[src/rtl/ace_arb_pkg.sv]
// Shared types for the ACE request arbiter: opcode and FSM state encodings,
// plus a small cyclic-index helper used by the round-robin picker.
package ace_arb_pkg;

   typedef enum logic [1:0] {
      OP_NONE  = 2'b00,
      OP_READ  = 2'b01,
      OP_WRITE = 2'b10,
      OP_INVAL = 2'b11
   } ace_op_t;

   typedef enum logic [1:0] {
      IDLE,
      ISSUE,
      WAIT,
      DONE
   } arb_state_t;

   // Index reached by stepping 'off' places from 'base' around a ring of n slots.
   function automatic int wrap_idx(input int base, input int off, input int n);
      return (base + off) % n;
   endfunction

endpackage

[src/rtl/rr_pick.sv]
// Combinational round-robin picker: returns the first set request at or
// after ptr (cyclically) as a one-hot grant and as an index.
module rr_pick
   import ace_arb_pkg::*;
#(
   parameter int N  = 2,
   parameter int IW = 1
) (
   input  logic [N-1:0]  req,
   input  logic [IW-1:0] ptr,
   output logic [N-1:0]  gnt,
   output logic [IW-1:0] idx,
   output logic          any
);

   // Scan the ring starting at ptr; the first hit wins.
   always_comb begin
      gnt = '0;
      idx = '0;
      any = 1'b0;
      for (int k = 0; k < N; k++) begin
         if (!any && req[wrap_idx(int'(ptr), k, N)]) begin
            any                              = 1'b1;
            gnt[wrap_idx(int'(ptr), k, N)]   = 1'b1;
            idx                              = IW'(wrap_idx(int'(ptr), k, N));
         end
      end
   end

endmodule

[src/rtl/ace_req_arbiter.sv]
// Shares one ACE controller between NUM_REQ cache-side requesters.
// Picks a pending request round-robin, registers it, pulses one request
// strobe, waits for ace_ready and returns a one-cycle response.
// Optional build macro ACE_ARB_WB_PRIO_EN: eligible writers are served first.
//
// state | meaning
// IDLE  | looking for an eligible requester; req_ready is the accept strobe
// ISSUE | one of read_req/write_req/invalid_req is high for this cycle
// WAIT  | transaction in flight, waiting for ace_ready
// DONE  | resp_valid to the owner, round-robin pointer advances
module ace_req_arbiter
   import ace_arb_pkg::*;
#(
   parameter int NUM_REQ = 2,
   parameter int ADDR_W  = 32,
   parameter int DATA_W  = 32,
   localparam int GW     = (NUM_REQ > 1) ? $clog2(NUM_REQ) : 1
) (
   input  logic                      clk,
   input  logic                      rst,
   input  logic [NUM_REQ-1:0]        req_valid,
   input  logic [2*NUM_REQ-1:0]      req_op,
   input  logic [ADDR_W*NUM_REQ-1:0] req_addr,
   input  logic [DATA_W*NUM_REQ-1:0] req_wdata,
   output logic [NUM_REQ-1:0]        req_ready,
   output logic [NUM_REQ-1:0]        resp_valid,
   output logic [DATA_W-1:0]         resp_rdata,
   output logic                      read_req,
   output logic                      write_req,
   output logic                      invalid_req,
   input  logic                      ace_ready,
   output logic [ADDR_W-1:0]         mem_addr,
   output logic [DATA_W-1:0]         mem_wdata,
   input  logic [DATA_W-1:0]         mem_rdata,
   output logic                      busy,
   output logic [GW-1:0]             grant_id
);

   arb_state_t         state;
   logic [GW-1:0]      rr_ptr;
   logic [NUM_REQ-1:0] elig;
   logic [NUM_REQ-1:0] sel_gnt;
   logic [GW-1:0]      sel_idx;
   logic               sel_any;
   ace_op_t            sel_op;

   // A requester competes only with a real opcode attached.
   always_comb begin
      elig = '0;
      for (int i = 0; i < NUM_REQ; i++) begin
         elig[i] = req_valid[i] && (ace_op_t'(req_op[2*i +: 2]) != OP_NONE);
      end
   end

`ifdef ACE_ARB_WB_PRIO_EN
   logic [NUM_REQ-1:0] wr_elig;
   logic [NUM_REQ-1:0] wr_gnt;
   logic [GW-1:0]      wr_idx;
   logic               wr_any;
   logic [NUM_REQ-1:0] all_gnt;
   logic [GW-1:0]      all_idx;
   logic               all_any;

   // Writers form their own ring so write-backs drain ahead of fills.
   always_comb begin
      wr_elig = '0;
      for (int i = 0; i < NUM_REQ; i++) begin
         wr_elig[i] = elig[i] && (ace_op_t'(req_op[2*i +: 2]) == OP_WRITE);
      end
   end

   rr_pick #(.N(NUM_REQ), .IW(GW)) u_pick_wr (
      .req (wr_elig),
      .ptr (rr_ptr),
      .gnt (wr_gnt),
      .idx (wr_idx),
      .any (wr_any)
   );

   rr_pick #(.N(NUM_REQ), .IW(GW)) u_pick_all (
      .req (elig),
      .ptr (rr_ptr),
      .gnt (all_gnt),
      .idx (all_idx),
      .any (all_any)
   );

   assign sel_gnt = wr_any ? wr_gnt : all_gnt;
   assign sel_idx = wr_any ? wr_idx : all_idx;
   assign sel_any = wr_any | all_any;
`else
   rr_pick #(.N(NUM_REQ), .IW(GW)) u_pick_all (
      .req (elig),
      .ptr (rr_ptr),
      .gnt (sel_gnt),
      .idx (sel_idx),
      .any (sel_any)
   );
`endif

   assign sel_op = ace_op_t'(req_op[int'(sel_idx)*2 +: 2]);

   // Accept strobe is combinational in IDLE; held low while reset is applied
   // so every output reads 0 during reset.
   assign req_ready = (state == IDLE && !rst) ? sel_gnt : '0;

   // Request FSM with registered strobes, capture registers and rr pointer.
   always_ff @(posedge clk) begin
      if (rst) begin
         state       <= IDLE;
         rr_ptr      <= '0;
         grant_id    <= '0;
         mem_addr    <= '0;
         mem_wdata   <= '0;
         resp_rdata  <= '0;
         resp_valid  <= '0;
         read_req    <= 1'b0;
         write_req   <= 1'b0;
         invalid_req <= 1'b0;
         busy        <= 1'b0;
      end else begin
         read_req    <= 1'b0;
         write_req   <= 1'b0;
         invalid_req <= 1'b0;
         resp_valid  <= '0;
         case (state)
            IDLE: begin
               if (sel_any) begin
                  grant_id    <= sel_idx;
                  mem_addr    <= req_addr[int'(sel_idx)*ADDR_W +: ADDR_W];
                  mem_wdata   <= req_wdata[int'(sel_idx)*DATA_W +: DATA_W];
                  read_req    <= (sel_op == OP_READ);
                  write_req   <= (sel_op == OP_WRITE);
                  invalid_req <= (sel_op == OP_INVAL);
                  busy        <= 1'b1;
                  state       <= ISSUE;
               end
            end
            ISSUE: state <= WAIT;
            WAIT: begin
               if (ace_ready) begin
                  resp_rdata <= mem_rdata;
                  resp_valid <= NUM_REQ'(1) << grant_id;
                  state      <= DONE;
               end
            end
            DONE: begin
               // With a single requester grant_id is always 0, so rr_ptr stays 0.
               rr_ptr <= (grant_id == GW'(NUM_REQ - 1)) ? '0 : grant_id + 1'b1;
               busy   <= 1'b0;
               state  <= IDLE;
            end
            default: state <= IDLE;
         endcase
      end
   end

   // At most one request strobe and one accept strobe at a time.
   a_strobe_onehot: assert property (@(posedge clk) disable iff (rst)
      $onehot0({read_req, write_req, invalid_req}));
   a_ready_onehot: assert property (@(posedge clk) disable iff (rst)
      $onehot0(req_ready));

endmodule

[config.mk]
export PLATFORM = sky130hd
export DESIGN_NAME = ace_req_arbiter
export DESIGN_NICKNAME = d
export VERILOG_FILES = /design/src/rtl/ace_arb_pkg.sv /design/src/rtl/rr_pick.sv /design/src/rtl/ace_req_arbiter.sv
export SDC_FILE = /design/constraint.sdc
export NUM_CORES = 1
export LEC_CHECK = 0
export CAP_MARGIN = 20
export CORE_UTILIZATION = 40
export CTS_CLUSTER_SIZE = 30
export DETAILED_ROUTE_END_ITERATION = 7
export GPL_TIMING_DRIVEN = 0
export HOLD_SLACK_MARGIN = 0.03
export PLACE_DENSITY = 0.86
export SYNTH_ARGS = -nofsm -noshare
export SYNTH_HDL_FRONTEND = slang
export SYNTH_SLANG_ARGS = --single-unit
[constraint.sdc]
create_clock -name clk -period 2.64 [get_ports clk]
set_input_delay 0.66 -clock clk [delete_from_list [all_inputs] [get_ports clk]]
set_output_delay 0.66 -clock clk [all_outputs]
set_load 0.05 [all_outputs]
* Word-level counts from Yosys, hierarchy flattened
Index checks and enable logic that the tools add are counted.
** Cells by class
- Bitwise operators :: 6
- Eq/ne operators :: 8
- Reduce and logical (&&, ||, !) cells :: 18
- Add/sub/neg operators :: 2
- Mux-type cells :: 22
- Shift-type cells :: 4
- Magnitude comparators :: 4
** Operators with widths (count)
- $shiftx 64x7->32 :: 2
- $mux 1 :: 13
- $mux 2 :: 5
- $eq 2x2->1 const B :: 4
- $pmux 2 s4 :: 1
- $reduce_and 2->1 :: 4
- $logic_and 1x1->1 :: 6
- $reduce_bool 2->1 :: 3
- $reduce_or 3->1 :: 2
- $eq 2x1->1 const B :: 2
- $ne 2x2->1 const B :: 2
- $not 1->1 :: 4
- $shiftx 4x3->2 :: 1
- $lt 2x3->1 const B :: 1
- $add 1x1->1 const B :: 2
- $demux 1 s1 :: 2
- $ge 2x1->1 const B :: 1
- $logic_not 1->1 :: 2
- $logic_not 2->1 :: 1
- $lt 1x2->1 const B :: 1
- $or 2x2->2 :: 1
- $pmux 1 s2 :: 1
- $shl 1x1->2 const A :: 1
- $and 1x1->1 const A :: 1
- $ge 1x1->1 const B :: 1
** Word-level totals
- Input bits :: 169
- Bits in registers :: 106
- Output and inout port bits :: 105

* Depth between registers and ports, before layout
- Word-level depth :: 10
- Mapped depth :: 7
- Depth with buffers taken out :: 5

* By module
Synthesis repeated with hierarchy kept, for this count alone.
** Second synthesis, totals
- Cell total of the unflattened synthesis :: 483
- Area, all modules :: 4639.4 µm²
** Modules (own cells, without submodules)
- ace_req_arbiter :: sequential area each 2122.0 µm², instances 1, cells each 478, area an instance 4606.9 µm²
- rr_pick :: sequential area each 0.0 µm², instances 1, cells each 5, area an instance 32.5 µm²

* Worst setup path after synthesis
OpenSTA, ideal clock, no wires.
- Kind :: input -> output
- From :: in req_op[2]
- To :: out req_ready[0]
- Stages on the path :: 2
- Setup slack :: -0.139 ns
- Path buffers :: 0
- Required time :: 1.980 ns
- Arrival :: 2.119 ns
- Cells stage by stage :: o21a_1 a211oi_1
** On the way
- Cells in the longest elaborated chain, start to end :: 9
- Elaborated cells between the ends (all ways) :: 14
** RTL lines
- from (decl) :: RTL line ace_req_arbiter.sv:22 : input logic [2*NUM_REQ-1:0] req_op,
- $reduce_bool 2->1 * :: RTL line ace_req_arbiter.sv:51 : elig[i] = req_valid[i] && (ace_op_t'(req_op[2*i +: 2]) != OP_NONE);
- $logic_and 1x1->1 * :: RTL line ace_req_arbiter.sv:51
- $mux 1 (implied by the code) (2 in series) :: RTL line rr_pick.sv:22 : if (!any && req[wrap_idx(int'(ptr), k, N)]) begin
- $mux 1 :: RTL line rr_pick.sv:22
- $logic_not 1->1 :: RTL line rr_pick.sv:22
- $logic_and 1x1->1 :: RTL line rr_pick.sv:22
- $mux 2 * :: RTL line rr_pick.sv:22
- $mux 2 * :: RTL line ace_req_arbiter.sv:105 : assign req_ready = (state == IDLE && !rst) ? sel_gnt : '0;
- to (decl) :: RTL line ace_req_arbiter.sv:25 : output logic [NUM_REQ-1:0] req_ready,
Mark *: on every way between the ends. The rest lies on a longest branch, timed or not. The select of a mux whose other input is x is not followed.

* Worst setup path in the final report
- From :: in rst
- To :: out req_ready[0]
** On the way
- Cells in the longest elaborated chain, start to end :: 3
** RTL lines
- from (decl) :: RTL line ace_req_arbiter.sv:20 : input logic rst,
- $logic_not 1->1 :: RTL line ace_req_arbiter.sv:105
- $logic_and 1x1->1 :: RTL line ace_req_arbiter.sv:105
- $mux 2 :: RTL line ace_req_arbiter.sv:105
No other way between the ends.

==> key figures <==
Run status
  – Outcome: completed

Hold path
  – Hold/Removal Path Class: flip-flop to flip-flop

Yosys
  – Seq/Total Area, Yosys: 0.476
  – Ys Warns: 0
  – Post-Syn Area per Cell: 8.18 um2
  – Netlist Area Pre-Place: 0.00446 mm2
  – Synth Instances: 545
  – Syn nets: 717
  – Yosys cell types: 30
  – Seq cells post-synth: 106

Floorplanning
  – Die Area: 0.0116 mm2
  – # rows: 38
  – Io pins: 274
  – Core box area: 0.0108 mm2
  – DIE WIDTH: 108 um
  – Die H: 108 um
  – Initial Utilization: 0.411

CTS
  – Num CTS Buffers: 9
  – CTS root buf: clkbuf_8
  – Clock Sinks: 106
  – Maximum clock path buffer count: 2
  – H-tree levels: 3
  – CTS Hold Bufs: 0
  – Reg clk slew, reported paths: 90 ps
  – Worst-skew pair later-pin latency: 370 ps
  – CTS tree: yes

Finish
  – Final Util: 0.707
  – Syn-to-layout area delta: 71.9%
  – Share of layout cells above drive strength 1: 0.0622
  – ANT cells: 0
  – Most frequent cells in the layout: 269 x clkdlybuf4s50_1, 193 x nand2_1, 106 x dfxtp_1
  – Final #Nets: 1003
  – Leading cell type in the layout, fill and taps excluded: clkdlybuf4s50_1
  – Filler instances: 855

Routing
  – Via-to-Cell Ratio: 5.14
  – Via count: 5019
  – DR WL/cell: 16.4 um
  – WL final: 16.0 mm
  – Remaining antenna violation count: 0
  – 1st-pass router iterations: 4
  – # DRC: 0
  – Drt initial violations: 339

Setup path
  – Worst path cell trace: clkdlybuf4s50_1, nand2b_1, a211oi_2, clkbuf_4
  – CP endpoint kind: output port
  – Data arrival, critical path: 1940 ps
  – Critical Path Start Type: input port
  – Slowest cell delay on critical path: 560 ps
  – Peak fanout along the critical path: 5
  – Setup CP Type: input port to output port
  – Cell family with most CP delay: buffers and inverters
  – Worst Path Required: 1980 ps
  – Critical-path top delay cell: clkdlybuf4s50_1
  – Buf/Inv on CP: 2

STA
  – Min Tclk post-route: 2600 ps
  – Min setup slack post-route: 40.5 ps
  – Final number of setup-violating endpoints: 0
  – Unrepaired setup endpoints after global routing: false
  – Slew Limit Fails: 0
  – Final hold violations: 0
  – FMAX: 385 MHz
  – Fin Hold WS: 460 ps
  – Setup Skew: 9.87 ps
  – Tcrit/Tclk final: 0.985
  – Slew Limit Headroom: 0.603
  – Transition time at the pin with the least slew margin: 593 ps

GRT
  – Overflow after GRT: 0
  – GRT Total Usage: 0.272
  – Largest net degree at the start of global routing: 17
  – Antenna violations before repair: 0
  – First-pass GRT wire length: 24.4 mm
  – Vias in the first global route: 5140

Placement
  – Gpl congestion: 0.857
  – Post-DP HPWL: 12.4 mm
  – IO Port Bufs: 273
  – Pre-CTS setup slack: -813 ps

Job
  – Max-cap violations: 0

Power
  – LEAKAGE: 2.86 nW
  – Worst vdd ir: 589 uV
  – Tot Pwr: 7.55 mW
  – Pwr Density: 985 mW/mm2
[metrics by stage]
step / TNS, ps / instances / cell area (um2)
6_report: 0 / 976 / 7660
5_1_grt: 0 / 976 / 7660
4_1_cts: 0 / 975 / 7650
3_5_place_dp: -1350 / 958 / 7370
3_3_place_gp: -1340 / 958 / 7370
2_1_floorplan: 0 / 545 / 4460
[routing by layer]
layer	wire, um	track usage	part of all wire
met5	0	0	0
met1	6120	0.275	0.38
met3	1400	0.0817	0.087
met2	7980	0.501	0.50
met4	521	0.141	0.033
[power by group]
group	internal (mW)	leakage, nW	total (mW)	switching [mW]
Clock	0.751	0.134	1.30	0.547
Sequential	2.07	0.872	2.35	0.277
Combinational	1.37	1.86	3.90	2.53
Total	4.20	2.86	7.55	3.35
[final timing paths]
check                               startpoint        endpoint  slack (ps)  cells past startpoint
worst max-delay path                       rst    req_ready[0]          40                      4
worst min-delay path            resp_rdata[28]  resp_rdata[28]         460                      2
worst max register to register        state[1]     mem_addr[5]         800                      7
worst min register to register  resp_rdata[28]  resp_rdata[28]         460                      2
[flip-flops by register name (all words and copies together), names as in the netlist]
signal / cells
mem_addr: 32
mem_wdata: 32
resp_rdata: 32
resp_valid: 2
state: 2
busy: 1
grant_id: 1
invalid_req: 1
read_req: 1
rr_ptr: 1
write_req: 1
[worst min-delay path: cells and delay by family (launching register included)]
kind	cells	cell delay [ps]
AND/OR/NAND/NOR	1	50
flip-flops	1	320
AO/OA/AOI/OAI	1	50
[cell families (layout without fill, tap and decap cells)]
family / count (synthesis) / after routing / share of synthesized area
and+or+nand+nor: 272 / 272 / 0.258
muxes: 2 / 2 / 0.00449
adders and majority gates: 3 / 3 / 0.00842
buffers and inverters: 50 / 341 / 0.0609
AOI/OAI and AO/OA: 112 / 112 / 0.193
DFF: 106 / 106 / 0.476
[repair_timing]
action                     4_1_cts  5_1_grt
setup endpoints to repair        2        2
hold endpoints to repair         0        0
setup buffers                    1        1
resized for setup               16        3
pin swaps                        2        2
[area by class of cell]
cell class,count,area (um2),area share
buffer,47,267,0.0348
clock buffer,11,141,0.0185
clock inverter,5,125,0.0163
inverter,3,11.3,0.00147
multi-input combinational,389,2070,0.271
sequential,106,2120,0.277
tap,140,175,0.0229
timing repair buffer,275,2750,0.359
[cell usage after synthesis]
library cell | number | area, um2
nor3b_1 | 1 | 7.51
o21bai_1 | 1 | 7.51
buf_2 | 16 | 80.1
ha_1 | 3 | 37.5
dfxtp_1 | 106 | 2120
a311oi_1 | 23 | 201
clkbuf_1 | 19 | 71.3
and2_1 | 2 | 12.5
nand3b_1 | 2 | 15.0
a211oi_1 | 4 | 30.0
nand3_1 | 2 | 10.0
inv_1 | 3 | 11.3
nor3_1 | 1 | 5.00
buf_6 | 6 | 67.6
a21o_1 | 1 | 7.51
buf_4 | 5 | 37.5
mux2i_1 | 2 | 20.0
a21oi_1 | 35 | 175
o21a_1 | 1 | 7.51
o21ai_1 | 1 | 5.00
a32oi_1 | 41 | 359
nand2b_1 | 42 | 263
a21boi_1 | 1 | 7.51
buf_1 | 1 | 3.75
nand2_1 | 193 | 724
nand4_1 | 1 | 6.26
a32o_1 | 1 | 10.0
o21ai_4 | 2 | 32.5
o21a_4 | 1 | 15.0
nor2_1 | 28 | 105
No activity file was read; power rests on OpenSTA's default activity.
